--- config.mk ---
export PLATFORM = sky130hd
export DESIGN_NAME = display_decl_classifier_flat
export DESIGN_NICKNAME = d
export VERILOG_FILES = /design/src/rtl/display_pkg.sv /design/src/rtl/display_decl_classifier_if.sv /design/src/rtl/display_decl_classify.sv /design/src/rtl/display_decl_classifier.sv /design/src/flat_wrapper.sv
export SDC_FILE = /design/constraint.sdc
export NUM_CORES = 1
export LEC_CHECK = 0
export CAP_MARGIN = 25
export CORE_MARGIN = 1
export CORE_UTILIZATION = 43
export CTS_CLUSTER_DIAMETER = 120
export DETAILED_ROUTE_END_ITERATION = 16
export GPL_TIMING_DRIVEN = 1
export PLACE_DENSITY_LB_ADDON = 0.12
export SYNTH_ARGS = -nofsm -noshare
export SYNTH_HDL_FRONTEND = slang
export SYNTH_HIERARCHICAL = 1
export SYNTH_SLANG_ARGS = --single-unit
--- constraint.sdc ---
create_clock -name clock -period 4 [get_ports clock]
set_clock_uncertainty 0.2 [all_clocks]
set_input_delay 0.8 -clock clock [delete_from_list [all_inputs] [get_ports clock]]
set_output_delay 0.8 -clock clock [all_outputs]
set_load 0.1 [all_outputs]
--- src/rtl/display_pkg.sv ---
// Shared types and record layout for the display declaration classifier.
package display_pkg;

  localparam int unsigned REC_W    = 59;
  localparam int unsigned PROP_W   = 8;
  localparam int unsigned TYPE_W   = 4;
  localparam int unsigned VAL_W    = 47;
  localparam int unsigned PROP_MSB = 58;
  localparam int unsigned TYPE_MSB = 50;
  localparam int unsigned VAL_MSB  = 46;

  localparam logic [PROP_W-1:0] DEFAULT_DISPLAY_PROP_ID = 8'h1D;

  typedef enum logic [TYPE_W-1:0] {
    VT_KEYWORD  = 4'd0,
    VT_LENGTH   = 4'd1,
    VT_NUMBER   = 4'd2,
    VT_COLOR    = 4'd3,
    VT_PERCENT  = 4'd4,
    VT_FUNCTION = 4'd5,
    VT_LIST     = 4'd6,
    VT_INHERIT  = 4'd7,
    VT_INITIAL  = 4'd8
  } value_type_e;

  typedef struct packed {
    logic [PROP_MSB:TYPE_MSB+1] prop_id;
    logic [TYPE_MSB:VAL_MSB+1]  value_type;
    logic [VAL_MSB:0]           value;
  } display_rec_t;

  typedef enum logic [1:0] {
    ST_IDLE  = 2'd0,
    ST_FETCH = 2'd1,
    ST_EMIT  = 2'd2
  } state_e;

endpackage

--- src/rtl/display_decl_classifier_if.sv ---
// Declaration input channel and parent-record fetch channel.
interface display_decl_classifier_if;

  logic                               decl_valid;
  logic                               decl_ready;
  logic [display_pkg::PROP_W-1:0]     decl_prop_id;
  logic [display_pkg::TYPE_W-1:0]     decl_value_type;
  logic [display_pkg::VAL_W-1:0]      decl_value;
  logic                               parent_req;
  logic                               parent_ack;
  logic [display_pkg::REC_W-1:0]      parent_value;

  modport master (
    output decl_valid, decl_prop_id, decl_value_type, decl_value,
    input  decl_ready,
    input  parent_req,
    output parent_ack, parent_value
  );

  modport slave (
    input  decl_valid, decl_prop_id, decl_value_type, decl_value,
    output decl_ready,
    output parent_req,
    input  parent_ack, parent_value
  );

endinterface

--- src/rtl/display_decl_classify.sv ---
// Combinational qualifiers for a packed display record.
module display_decl_classify
  import display_pkg::*;
#(
  parameter logic [PROP_W-1:0] DISPLAY_PROP_ID = DEFAULT_DISPLAY_PROP_ID,
  parameter int unsigned       N_DISPLAY_KW    = 20
) (
  input  display_rec_t rec,
  output logic         is_primitive_c,
  output logic         is_valid_display_c
);

  always_comb begin
    is_primitive_c = 1'b0;
    case (rec.value_type)
      VT_KEYWORD, VT_LENGTH, VT_NUMBER, VT_COLOR, VT_PERCENT, VT_INITIAL:
        is_primitive_c = 1'b1;
      default: ;
    endcase
    is_valid_display_c = (rec.prop_id == DISPLAY_PROP_ID) &&
                         (((rec.value_type == VT_KEYWORD) &&
                           (rec.value < VAL_W'(N_DISPLAY_KW))) ||
                          (rec.value_type == VT_INITIAL));
  end

endmodule

--- src/rtl/display_decl_classifier.sv ---
// Accepts CSS declarations, resolves INHERIT via a parent fetch, and emits a
// one-cycle qualified display record for the downstream load register.
module display_decl_classifier
  import display_pkg::*;
#(
  parameter logic [PROP_W-1:0] DISPLAY_PROP_ID = DEFAULT_DISPLAY_PROP_ID,
  parameter int unsigned       N_DISPLAY_KW    = 20,
  parameter int unsigned       TIMEOUT         = 64
) (
  input  logic                        clock,
  input  logic                        reset_n,
  display_decl_classifier_if.slave    bus,
  output logic                        out_strobe,
  output logic                        is_primitive_value,
  output logic                        is_valid_display_value,
  output logic [REC_W-1:0]            display_value,
  output logic                        inherit_timeout,
  output logic [15:0]                 load_count
);

  localparam int unsigned TMR_W = 8;

  state_e             state_q, state_d;
  logic [TMR_W-1:0]   timer_q;
  logic [PROP_W-1:0]  prop_q;
  logic               accept_c, timeout_c, is_inherit_c;
  logic               strobe_d, ready_d, req_d;
  display_rec_t       cand_c;
  logic               cand_prim_c, cand_valid_c;
  logic               unused_parent_prop;

  // Parent prop_id is replaced by the registered one, so its bits are dropped.
  assign unused_parent_prop = ^bus.parent_value[PROP_MSB:TYPE_MSB+1];

  assign accept_c     = (state_q == ST_IDLE) && bus.decl_valid && bus.decl_ready;
  assign is_inherit_c = (bus.decl_value_type == VT_INHERIT);
  assign timeout_c    = (state_q == ST_FETCH) && !bus.parent_ack &&
                        (timer_q == TMR_W'(TIMEOUT - 1));

  // State register and fetch bookkeeping
  always_ff @(posedge clock or negedge reset_n) begin
    if (!reset_n) begin
      state_q <= ST_IDLE;
      timer_q <= '0;
      prop_q  <= '0;
    end else begin
      state_q <= state_d;
      if (accept_c) begin
        timer_q <= '0;
        prop_q  <= bus.decl_prop_id;
      end else if (state_q == ST_FETCH) begin
        timer_q <= timer_q + TMR_W'(1);
      end
    end
  end

  // Next-state logic
  always_comb begin
    state_d = state_q;
    case (state_q)
      ST_IDLE:  if (accept_c) state_d = is_inherit_c ? ST_FETCH : ST_EMIT;
      ST_FETCH: if (bus.parent_ack || timeout_c) state_d = ST_EMIT;
      ST_EMIT:  state_d = ST_IDLE;
      default:  state_d = ST_IDLE;
    endcase
  end

  // Output decode: candidate record and next values of the registered outputs
  always_comb begin
    cand_c   = '0;
    strobe_d = (state_d == ST_EMIT);
    ready_d  = (state_d == ST_IDLE);
    req_d    = (state_d == ST_FETCH);
    if (state_q == ST_IDLE) begin
      cand_c.prop_id    = bus.decl_prop_id;
      cand_c.value_type = bus.decl_value_type;
      cand_c.value      = bus.decl_value;
    end else if (state_q == ST_FETCH) begin
      cand_c.prop_id = prop_q;
      if (bus.parent_ack) begin
        cand_c.value_type = bus.parent_value[TYPE_MSB:VAL_MSB+1];
        cand_c.value      = bus.parent_value[VAL_MSB:0];
      end else begin
        cand_c.value_type = VT_INITIAL;
        cand_c.value      = '0;
      end
    end
  end

  display_decl_classify #(
    .DISPLAY_PROP_ID (DISPLAY_PROP_ID),
    .N_DISPLAY_KW    (N_DISPLAY_KW)
  ) u_classify (
    .rec                (cand_c),
    .is_primitive_c     (cand_prim_c),
    .is_valid_display_c (cand_valid_c)
  );

  // Registered outputs; qualifiers are forced low outside the strobe cycle
  always_ff @(posedge clock or negedge reset_n) begin
    if (!reset_n) begin
      out_strobe             <= 1'b0;
      is_primitive_value     <= 1'b0;
      is_valid_display_value <= 1'b0;
      display_value          <= '0;
      inherit_timeout        <= 1'b0;
      load_count             <= '0;
      bus.decl_ready         <= 1'b0;
      bus.parent_req         <= 1'b0;
    end else begin
      out_strobe             <= strobe_d;
      is_primitive_value     <= strobe_d && cand_prim_c;
      is_valid_display_value <= strobe_d && cand_valid_c;
      inherit_timeout        <= timeout_c;
      bus.decl_ready         <= ready_d;
      bus.parent_req         <= req_d;
      if (strobe_d) display_value <= cand_c;
      if (strobe_d && cand_prim_c && cand_valid_c && (load_count != 16'hFFFF))
        load_count <= load_count + 16'd1;
    end
  end

endmodule

--- src/flat_wrapper.sv ---
// flat-port wrapper written by rule: the top's interface ports become plain ports
module display_decl_classifier_flat import display_pkg::*;
#(
  parameter logic [PROP_W-1:0] DISPLAY_PROP_ID = DEFAULT_DISPLAY_PROP_ID,
  parameter int unsigned       N_DISPLAY_KW    = 20,
  parameter int unsigned       TIMEOUT         = 64
)
  (clock, reset_n, out_strobe, is_primitive_value, is_valid_display_value, display_value, inherit_timeout, load_count, bus_decl_valid, bus_decl_prop_id, bus_decl_value_type, bus_decl_value, bus_decl_ready, bus_parent_req, bus_parent_ack, bus_parent_value);
  display_decl_classifier_if bus_i ();
  input  logic clock;
  input  logic reset_n;
  output logic out_strobe;
  output logic is_primitive_value;
  output logic is_valid_display_value;
  output logic [REC_W-1:0] display_value;
  output logic inherit_timeout;
  output logic [15:0] load_count;
  input wire logic [$bits(bus_i.decl_valid)-1:0] bus_decl_valid;
  input wire logic [$bits(bus_i.decl_prop_id)-1:0] bus_decl_prop_id;
  input wire logic [$bits(bus_i.decl_value_type)-1:0] bus_decl_value_type;
  input wire logic [$bits(bus_i.decl_value)-1:0] bus_decl_value;
  output wire logic [$bits(bus_i.decl_ready)-1:0] bus_decl_ready;
  output wire logic [$bits(bus_i.parent_req)-1:0] bus_parent_req;
  input wire logic [$bits(bus_i.parent_ack)-1:0] bus_parent_ack;
  input wire logic [$bits(bus_i.parent_value)-1:0] bus_parent_value;
  assign bus_i.decl_valid = bus_decl_valid;
  assign bus_i.decl_prop_id = bus_decl_prop_id;
  assign bus_i.decl_value_type = bus_decl_value_type;
  assign bus_i.decl_value = bus_decl_value;
  assign bus_decl_ready = bus_i.decl_ready;
  assign bus_parent_req = bus_i.parent_req;
  assign bus_i.parent_ack = bus_parent_ack;
  assign bus_i.parent_value = bus_parent_value;
  display_decl_classifier #(.DISPLAY_PROP_ID(DISPLAY_PROP_ID), .N_DISPLAY_KW(N_DISPLAY_KW), .TIMEOUT(TIMEOUT)) u_core (.clock(clock), .reset_n(reset_n), .bus(bus_i), .out_strobe(out_strobe), .is_primitive_value(is_primitive_value), .is_valid_display_value(is_valid_display_value), .display_value(display_value), .inherit_timeout(inherit_timeout), .load_count(load_count));
endmodule
---- Yosys cells after proc, flatten, opt, wreduce, memory -nomap -nowiden ----
Index checks and enable logic that the tools add are counted.
storage, ports and cells
  flip-flop bits (word level) ............. 99
  latch bits .............................. 0
  memory bits (writable) .................. 0
  ROM bits ................................ 0
  input bits .............................. 122
  output and inout bits ................... 81
  logic and storage cells ................. 54
  memories kept ........................... 0
cells by class
  $add $sub $neg .......................... 2
  $mul .................................... 0
  div/mod/pow operators ................... 0
  order comparisons ....................... 1
  equal/unequal tests ..................... 12
  shift operators ......................... 0
  muxes and demuxes ....................... 10
  bitwise gates (word level) .............. 0
  reductions and logical operators ........ 18
operators with widths
  operator                                                                       number
  59-bit 2-to-1 mux                                                              2
  51-bit 2-to-1 mux                                                              1
  47-bit by 5-bit less-than comparator with 1-bit output, second input constant  1
  16-bit by 1-bit adder with 16-bit output, second input constant                1
  8-bit 2-to-1 mux                                                               2
  16-bit inequality test, second input constant                                  1
  1-bit logical AND                                                              10
  8-bit by 1-bit adder with 8-bit output, second input constant                  1
  4-bit by 2-bit equality test with 1-bit output, second input constant          2
  4-bit by 3-bit equality test with 1-bit output, second input constant          2
  8-bit by 5-bit equality test with 1-bit output, second input constant          1
  8-bit by 6-bit equality test with 1-bit output, second input constant          1
  2-bit 2-to-1 mux                                                               3
  6-bit OR reduction                                                             1
  2-bit by 1-bit equality test with 1-bit output, second input constant          2
  4-bit by 1-bit equality test with 1-bit output, second input constant          1
  4-bit equality test, second input constant                                     1
  2-bit zero test                                                                2
  4-bit zero test                                                                1
  2-bit case mux with 2 select lines                                             1
  2-bit equality test, second input constant                                     1
  1-bit logical OR                                                               2
  2-bit nonzero test                                                             1
  1-bit zero test                                                                1
  1-bit 2-to-1 mux                                                               1

---- Depth between registers and ports, before layout ----
Gate-level depths: netlist of run 1.
  depth after elaboration ................. 10
  mapped depth ............................ 14
  gate-level depth less buffers ........... 11

---- Cells and area by module ----
The synthesis of run 1 kept the hierarchy.
modules (own cells, without submodules)
  module                   instances  cells each  area each (µm²)  seq. area each (µm²)
  display_decl_classifier  1          359         4645.7           2477.4
  display_decl_classify    1          23          177.7            0.0

---- Worst setup path before layout of run 1 ----
No wires, ideal clock.
  kind .................................... input-to-reg
  start ................................... in bus_parent_ack
  end ..................................... reg u_core.load_count[9]
  library setup time ...................... 159 ps
  arrival ................................. 2887 ps
  required time ........................... 3641 ps
  path slack .............................. 754 ps
  stages on the path ...................... 13
  buffers on the path ..................... 3
  cell sequence ........................... and3b_1 clkbuf_1 clkbuf_1 a22o_1 nor4_2 nand4_1 nor3_1 o2111a_1 nand2_1 a21oi_4 buf_4 nand4_1 xnor2_1
RTL lines
  element               line                            RTL
  start, declared       flat_wrapper.sv:24              input wire logic [$bits(bus_i.parent_ack)-1:0] bus_parent_ack;
  end signal, assigned  display_decl_classifier.sv:119  load_count <= load_count + 16'd1;
  end, declared         display_decl_classifier.sv:18   output logic [15:0] load_count

==> results.txt, run 1 <==
DR iter-0 viols: 160
Root Driver: clkbuf_8
RSZ-0062 raised after global routing: no
post-CTS setup buffer count: 0
total number of vias: 3,863
# rows: 38
final worst path period need: 3650 ps
Avg Inst Size Synth: 12.6 sq um
clock-pin slew on the worst setup and hold paths: 90 ps
Power Density: 710 nW/um^2
post-synthesis cell count: 382
crit share post-route: 91.1%
post-synthesis sequential area ratio: 51.4%
non-filler cells, final: 723
Area Overhead vs Synth: 48.3%
Crit Path Category: input pin to flip-flop
Async S/R FF share, synth: 100%
clock tree buffer depth: 2
total grt overflow: 0
Initial Util: 44.3%
number of enable flip-flop cells after synthesis: 0
worst hold margin: 246 ps
syn_nets: 506
wire per inst: 17.2 microns
Die Span Y: 108 microns
RD Place Congestion: 0.842
CTS tree: yes
register area: 2480 sq um
CP startpoint kind: input pin
Seq cells post-synth: 99
Multi-input gate area: 2200 sq um
die width: 108 microns
worst-skew pair later-pin latency: 360 ps
CP Max Fanout: 47
Post-Route WL: 12,500 microns
dpl ws: -30.7 ps
gr usage total: 22.1%
I/O pins: 203
Cell Area, Synth: 4820 sq um
crit path DAT: 3700 ps
first-pass GRT wire length: 19,600 microns
Fill cells: 895
setup TNS: 0 ps
slew margin rel.: 30.9%
layout cells sized above 1: 16.1%
die area: 11,600 sq um
outcome: completed
Final Max Tran Viols: 0
Core Box Area: 10,900 sq um
Least-Margin Pin Slew: 1030 ps
Post-synth top flop: dfrtp_1
DP Wirelength: 9410 microns
DRC Markers: 0
Worst Path Required: 4060 ps
antenna violations before repair: 0
PortBufs: 194
Vias/cell: 5.34
H-tree depth: 3
max cap viols: 0
total CTS buffers: 9
DRT antenna net count: 0
Final WS setup: 355 ps
pin count of the biggest net entering global routing: 51
Pleak: 2.99 nW
# clock sinks: 99
Syn. warnings: 6
post-cts hold buffer count: 0
DRT Pass-1 Iters: 4
worst hold path type: input pin to asynchronous set/reset pin
final hold violations: 0
Final Net Count: 702
Max IR drop VDD: 0.000598 V
Critical Path Sink Type: flip-flop
vias in the first global route: 3,918
dpl cells: 707
Highest Clock Rate: 274 MHz
post-synthesis cell type count: 40
Final setup violation count: 0
post-CTS sizing: 0
Antenna diodes: 0
==> through the flow <==
step / instance area, sq um / total power, W / util, %
6_report: 7150 / 0.00508 / 65.7
3_5_place_dp: 6930 / 0.00441 / 63.7
3_3_place_gp: 6930 / 0.00438 / 63.7
2_1_floorplan: 4820 / 0.00363 / -
5_1_grt: 7150 / 0.00527 / 65.7
4_1_cts: 7150 / 0.00512 / 65.7
==> cells in the mapped netlist, types with 2 or more instances <==
cell type / number / area share (%)
a21oi_1: 2 / 0.21
a21oi_4: 2 / 0.67
a22o_1: 50 / 9.1
and2_1: 3 / 0.39
and3_1: 8 / 1.0
and4_1: 3 / 0.54
buf_4: 2 / 0.31
buf_6: 7 / 1.6
clkbuf_1: 14 / 1.1
dfrtp_1: 99 / 51
ha_1: 2 / 0.52
mux2_1: 15 / 3.5
mux2_2: 45 / 11
mux2_4: 8 / 2.5
mux2i_1: 8 / 1.7
nand2_1: 13 / 1.0
nand3_1: 15 / 1.6
nand4_1: 10 / 1.3
nor2_1: 23 / 1.8
nor3_1: 3 / 0.31
nor4_1: 5 / 0.65
nor4_2: 5 / 1.3
nor4b_1: 2 / 0.36
o41ai_1: 2 / 0.36
xnor2_1: 17 / 3.1
xor2_1: 5 / 0.91
==> worst max-delay path, stage by stage <==
cell and delay, ps:
clkdlybuf4s50_1 430, and3b_2 240, buf_12 170, a22o_1 220
nor4_1 350, nand4_1 180, nor3_1 290, o2111a_1 220
nand2_1 110, a21oi_4 170, buf_4 200, nand4_1 130
xnor2_1 150
==> cell type report <==
type,instances,area share [%]
clock buffer,12,2.03
clock inverter,4,1.03
inverter,1,0.0525
multi-input combinational,258,30.8
sequential,99,34.6
tap,140,2.45
timing repair buffer,209,29.0
==> where the power goes <==
group / internal, W / leakage [nW] / switching, W
Combinational: 0.000798 / 1.62 / 0.00217
Clock: 0.000370 / 0.111 / 0.000334
Sequential: 0.00126 / 1.26 / 0.000139
==> routing by layer <==
metal	part of all wire [%]	track usage, %	vias up
met4	1.5	7.53	0
met2	51	37.8	119
met5	0	0	-
li1	-	-	1819
met1	42	27.6	1913
met3	5.9	4.96	12
==> layout by cell type, fill, tap and decap left out, drive strengths merged, types with 2 or more instances in the layout <==
master / instances
clkbuf: 12
and2: 3
dfrtp: 99
nor4b: 2
xor2: 5
and3: 8
nand3: 15
buf: 16
nor3: 3
mux2i: 8
ha: 2
bufinv: 2
a21oi: 4
nor2: 23
a22o: 50
clkdlybuf4s50: 193
clkinv: 2
nor4: 10
and4: 3
nand2: 14
xnor2: 17
o41ai: 2
mux2: 68
nand4: 11
==> state kept, by name (all words and copies together) (netlist names) <==
signal and count:
u_core/display_value 59, u_core/load_count 16, u_core/prop_q 8, u_core/timer_q 8
u_core/state_q 2, u_core/bus.decl_ready 1, u_core/bus.parent_req 1, u_core/inherit_timeout 1
u_core/is_primitive_value 1, u_core/is_valid_display_value 1, u_core/out_strobe 1
==> path summary, 6_finish.rpt <==
check                                                     start                                    to  slack (ps)  cells after the start
max in group asynchronous                               reset_n      u_core/load_count[0]$_DFFE_PN0P_        2560                      2
min reg2reg                u_core/display_value[27]$_DFFE_PN0N_  u_core/display_value[27]$_DFFE_PN0N_         290                      1
max                                              bus_parent_ack     u_core/load_count[15]$_DFFE_PN0P_         350                     13
min in group clock         u_core/display_value[27]$_DFFE_PN0N_  u_core/display_value[27]$_DFFE_PN0N_         290                      1
min                                                     reset_n          u_core/prop_q[2]$_DFFE_PN0N_         250                      1
max reg2reg                         u_core/state_q[1]$_DFF_PN0_     u_core/load_count[15]$_DFFE_PN0P_         700                     12
==> logic make-up (layout without fill, tap and decap cells) <==
| kind of cell | Yosys count | after routing | share of synthesized area [%] |
|---|---|---|---|
| and+or+nand+nor | 97 | 97 | 11.6 |
| adders and majority gates | 2 | 2 | 0.519 |
| DFF | 99 | 99 | 51.4 |
| muxes | 76 | 76 | 18.2 |
| buffers and inverters | 25 | 226 | 3.22 |
| xor gates and xnor gates | 22 | 22 | 3.99 |
| AOI/OAI and AO/OA | 61 | 61 | 11.1 |
No activity file was read; power rests on OpenSTA's default activity.
==> inputs of run 2 (changes only) <==
--- a/config.mk
+++ b/config.mk
@@ -5,7 +5,6 @@
 export SDC_FILE = /design/constraint.sdc
 export NUM_CORES = 1
 export LEC_CHECK = 0
-export CAP_MARGIN = 25
 export CORE_MARGIN = 1
 export CORE_UTILIZATION = 43
 export CTS_CLUSTER_DIAMETER = 120
==> results of run 2 <==
Same layout as run 1: the final DEF is identical, and so are final timing and power.
==> inputs of run 3 (changes only) <==
--- a/config.mk
+++ b/config.mk
@@ -10,7 +10,7 @@
 export CTS_CLUSTER_DIAMETER = 120
 export DETAILED_ROUTE_END_ITERATION = 16
 export GPL_TIMING_DRIVEN = 1
-export PLACE_DENSITY_LB_ADDON = 0.12
+export PLACE_DENSITY = 0.85
 export SYNTH_ARGS = -nofsm -noshare
 export SYNTH_HDL_FRONTEND = slang
 export SYNTH_HIERARCHICAL = 1
==> run 3 against run 2 <==
Highest routed layer unchanged. Cell area up 0.38%. Total power up 0.73%. Flip-flop and latch count unchanged. Critical path depth up 1. Via count up 2.4%. Maximum frequency down 3.1%. Largest power group unchanged. Count of clock-buffer cells in the layout down 2. Core utilization up 0.25 points. Hold slack worse by 110 ps. Wire length up 8.6%. Non-clock buffer count up 3.
==> results.txt, run 3 (synthesis gave the netlist of run 1 again) <==
post-cts hold buffer count: 0
non-filler cells, final: 725
DRC Markers: 0
final hold violations: 0
Pleak: 3.01 nW
crit share post-route: 94.0%
slew margin rel.: 30.8%
max cap viols: 0
Multi-input gate area: 2200 sq um
Die Span Y: 108 microns
post-CTS sizing: 0
worst-skew pair later-pin latency: 360 ps
Post-Route WL: 13,500 microns
dpl cell area: 6960 sq um
die area: 11,600 sq um
setup TNS: 0 ps
Core Box Area: 10,900 sq um
pin count of the biggest net entering global routing: 42
CTS tree: yes
Area Overhead vs Synth: 48.8%
Final Net Count: 705
Top reg by flops: u_core/display_value
Vias/cell: 5.46
first-pass GRT wire length: 20,500 microns
die width: 108 microns
Highest Clock Rate: 266 MHz
Crit Path Category: input pin to flip-flop
dpl cells: 710
post-CTS setup buffer count: 0
clock-pin slew on the worst setup and hold paths: 100 ps
total grt overflow: 0
Least-Margin Pin Slew: 1040 ps
# rows: 38
Root Driver: clkbuf_8
final worst path period need: 3760 ps
Initial Util: 44.3%
DRT Pass-1 Iters: 6
RD Place Congestion: 0.820
wire per inst: 18.7 microns
DR iter-0 viols: 177
Power Density: 713 nW/um^2
reg2reg start: u_core/state_q[1]$_DFF_PN0_
CP Max Fanout: 35
worst reg-to-reg setup slack: 400 ps
clock tree buffer depth: 2
post-route cell area: 7180 sq um
I/O pins: 203
Antenna diodes: 0
crit path DAT: 3810 ps
outcome: completed
Worst Path Required: 4050 ps
total CTS buffers: 9
PortBufs: 194
layout cells sized above 1: 16.8%
CP startpoint kind: input pin
antenna violations before repair: 0
vias in the first global route: 4,061
total number of vias: 3,956
worst hold path type: input pin to asynchronous set/reset pin
worst hold margin: 134 ps
RSZ-0062 raised after global routing: no
DP Wirelength: 10,200 microns
max reg flops: 59
most frequent cells in the layout: clkdlybuf4s50_1 (193), dfrtp_1 (99), a22o_1 (50)
reg2reg end: u_core/load_count[15]$_DFFE_PN0P_
R2R depth: 13
Fill cells: 833
H-tree depth: 3
Top Registers: u_core/display_value (59), u_core/load_count (16)
Max IR drop VDD: 0.000741 V
register area: 2480 sq um
Final setup violation count: 0
Critical Path Sink Type: flip-flop
most common cell after layout, fill and taps aside: clkdlybuf4s50_1
DRT antenna net count: 0
gr usage total: 23.1%
# clock sinks: 99
Final Max Tran Viols: 0
[run 3: cell types whose count changed in the layout (fill, tap and decap cells not counted), sizes merged]
| cell | change |
|---|---|
| inv | +1 |
| buf | +3 |
| clkbuf | -2 |
[run 3: power breakdown]
part / internal (W) / total [W] / switching [W]
logic: 0.000797 / 0.00298 / 0.00218
clock network: 0.000371 / 0.000719 / 0.000349
registers: 0.00126 / 0.00142 / 0.000154
total: 0.00243 / 0.00512 / 0.00268
[run 3: cell type report]
| class | count | share of cell area, % |
|---|---|---|
| well taps | 140 | 2.44 |
| inverters | 1 | 0.0523 |
| clock inverters | 5 | 1.20 |
| multi-input cells | 258 | 30.6 |
| flip-flops and latches | 99 | 34.5 |
| repair buffers | 212 | 29.2 |
| clock buffers | 10 | 1.92 |
[run 3: metrics by stage]
stage | setup WS (ps) | power, W | utilization (%)
2_1_floorplan | 754 | 0.00363 | -
3_3_place_gp | -94.5 | 0.00438 | 63.9
3_5_place_dp | -120 | 0.00442 | 63.9
4_1_cts | 272 | 0.00514 | 65.9
5_1_grt | 125 | 0.00527 | 65.9
6_report | 238 | 0.00512 | 65.9
[run 3: metal layers]
layer / part of all wire (%) / global-route usage [%] / wire [microns] / vias up
met3: 5.2 / 4.18 / 711 / 12
met5: 0 / 0 / 0 / -
met1: 40 / 27.9 / 5450 / 1994
met2: 53 / 40.9 / 7240 / 123
li1: - / - / - / 1827
met4: 1.1 / 8.71 / 147 / 0
[run 3: worst max-delay path, cell delays in order]
cell and delay (ps):
clkdlybuf4s50_1 470, and3b_2 270, buf_12 170, a22o_1 210, nor4_1 360, buf_4 180
nand4_1 100, nor3_1 280, o2111a_1 240, nand2_1 90, a21oi_4 170, buf_4 180
nand4_1 120, xnor2_1 150
[run 3: how the worst max path moves through the flow]
stage / startpoint / to / slack (ps) / cells after the start
after global placement: bus_parent_ack / u_core/load_count[15]$_DFFE_PN0P_ / -90 / 14
after global routing: bus_parent_ack / u_core/load_count[13]$_DFFE_PN0P_ / 120 / 14
final: bus_parent_ack / u_core/load_count[15]$_DFFE_PN0P_ / 240 / 14
after floorplan: bus_parent_ack / u_core/load_count[9]$_DFFE_PN0P_ / 750 / 13
after CTS: bus_parent_ack / u_core/load_count[15]$_DFFE_PN0P_ / 270 / 14
after detailed placement: bus_parent_ack / u_core/load_count[15]$_DFFE_PN0P_ / -120 / 14
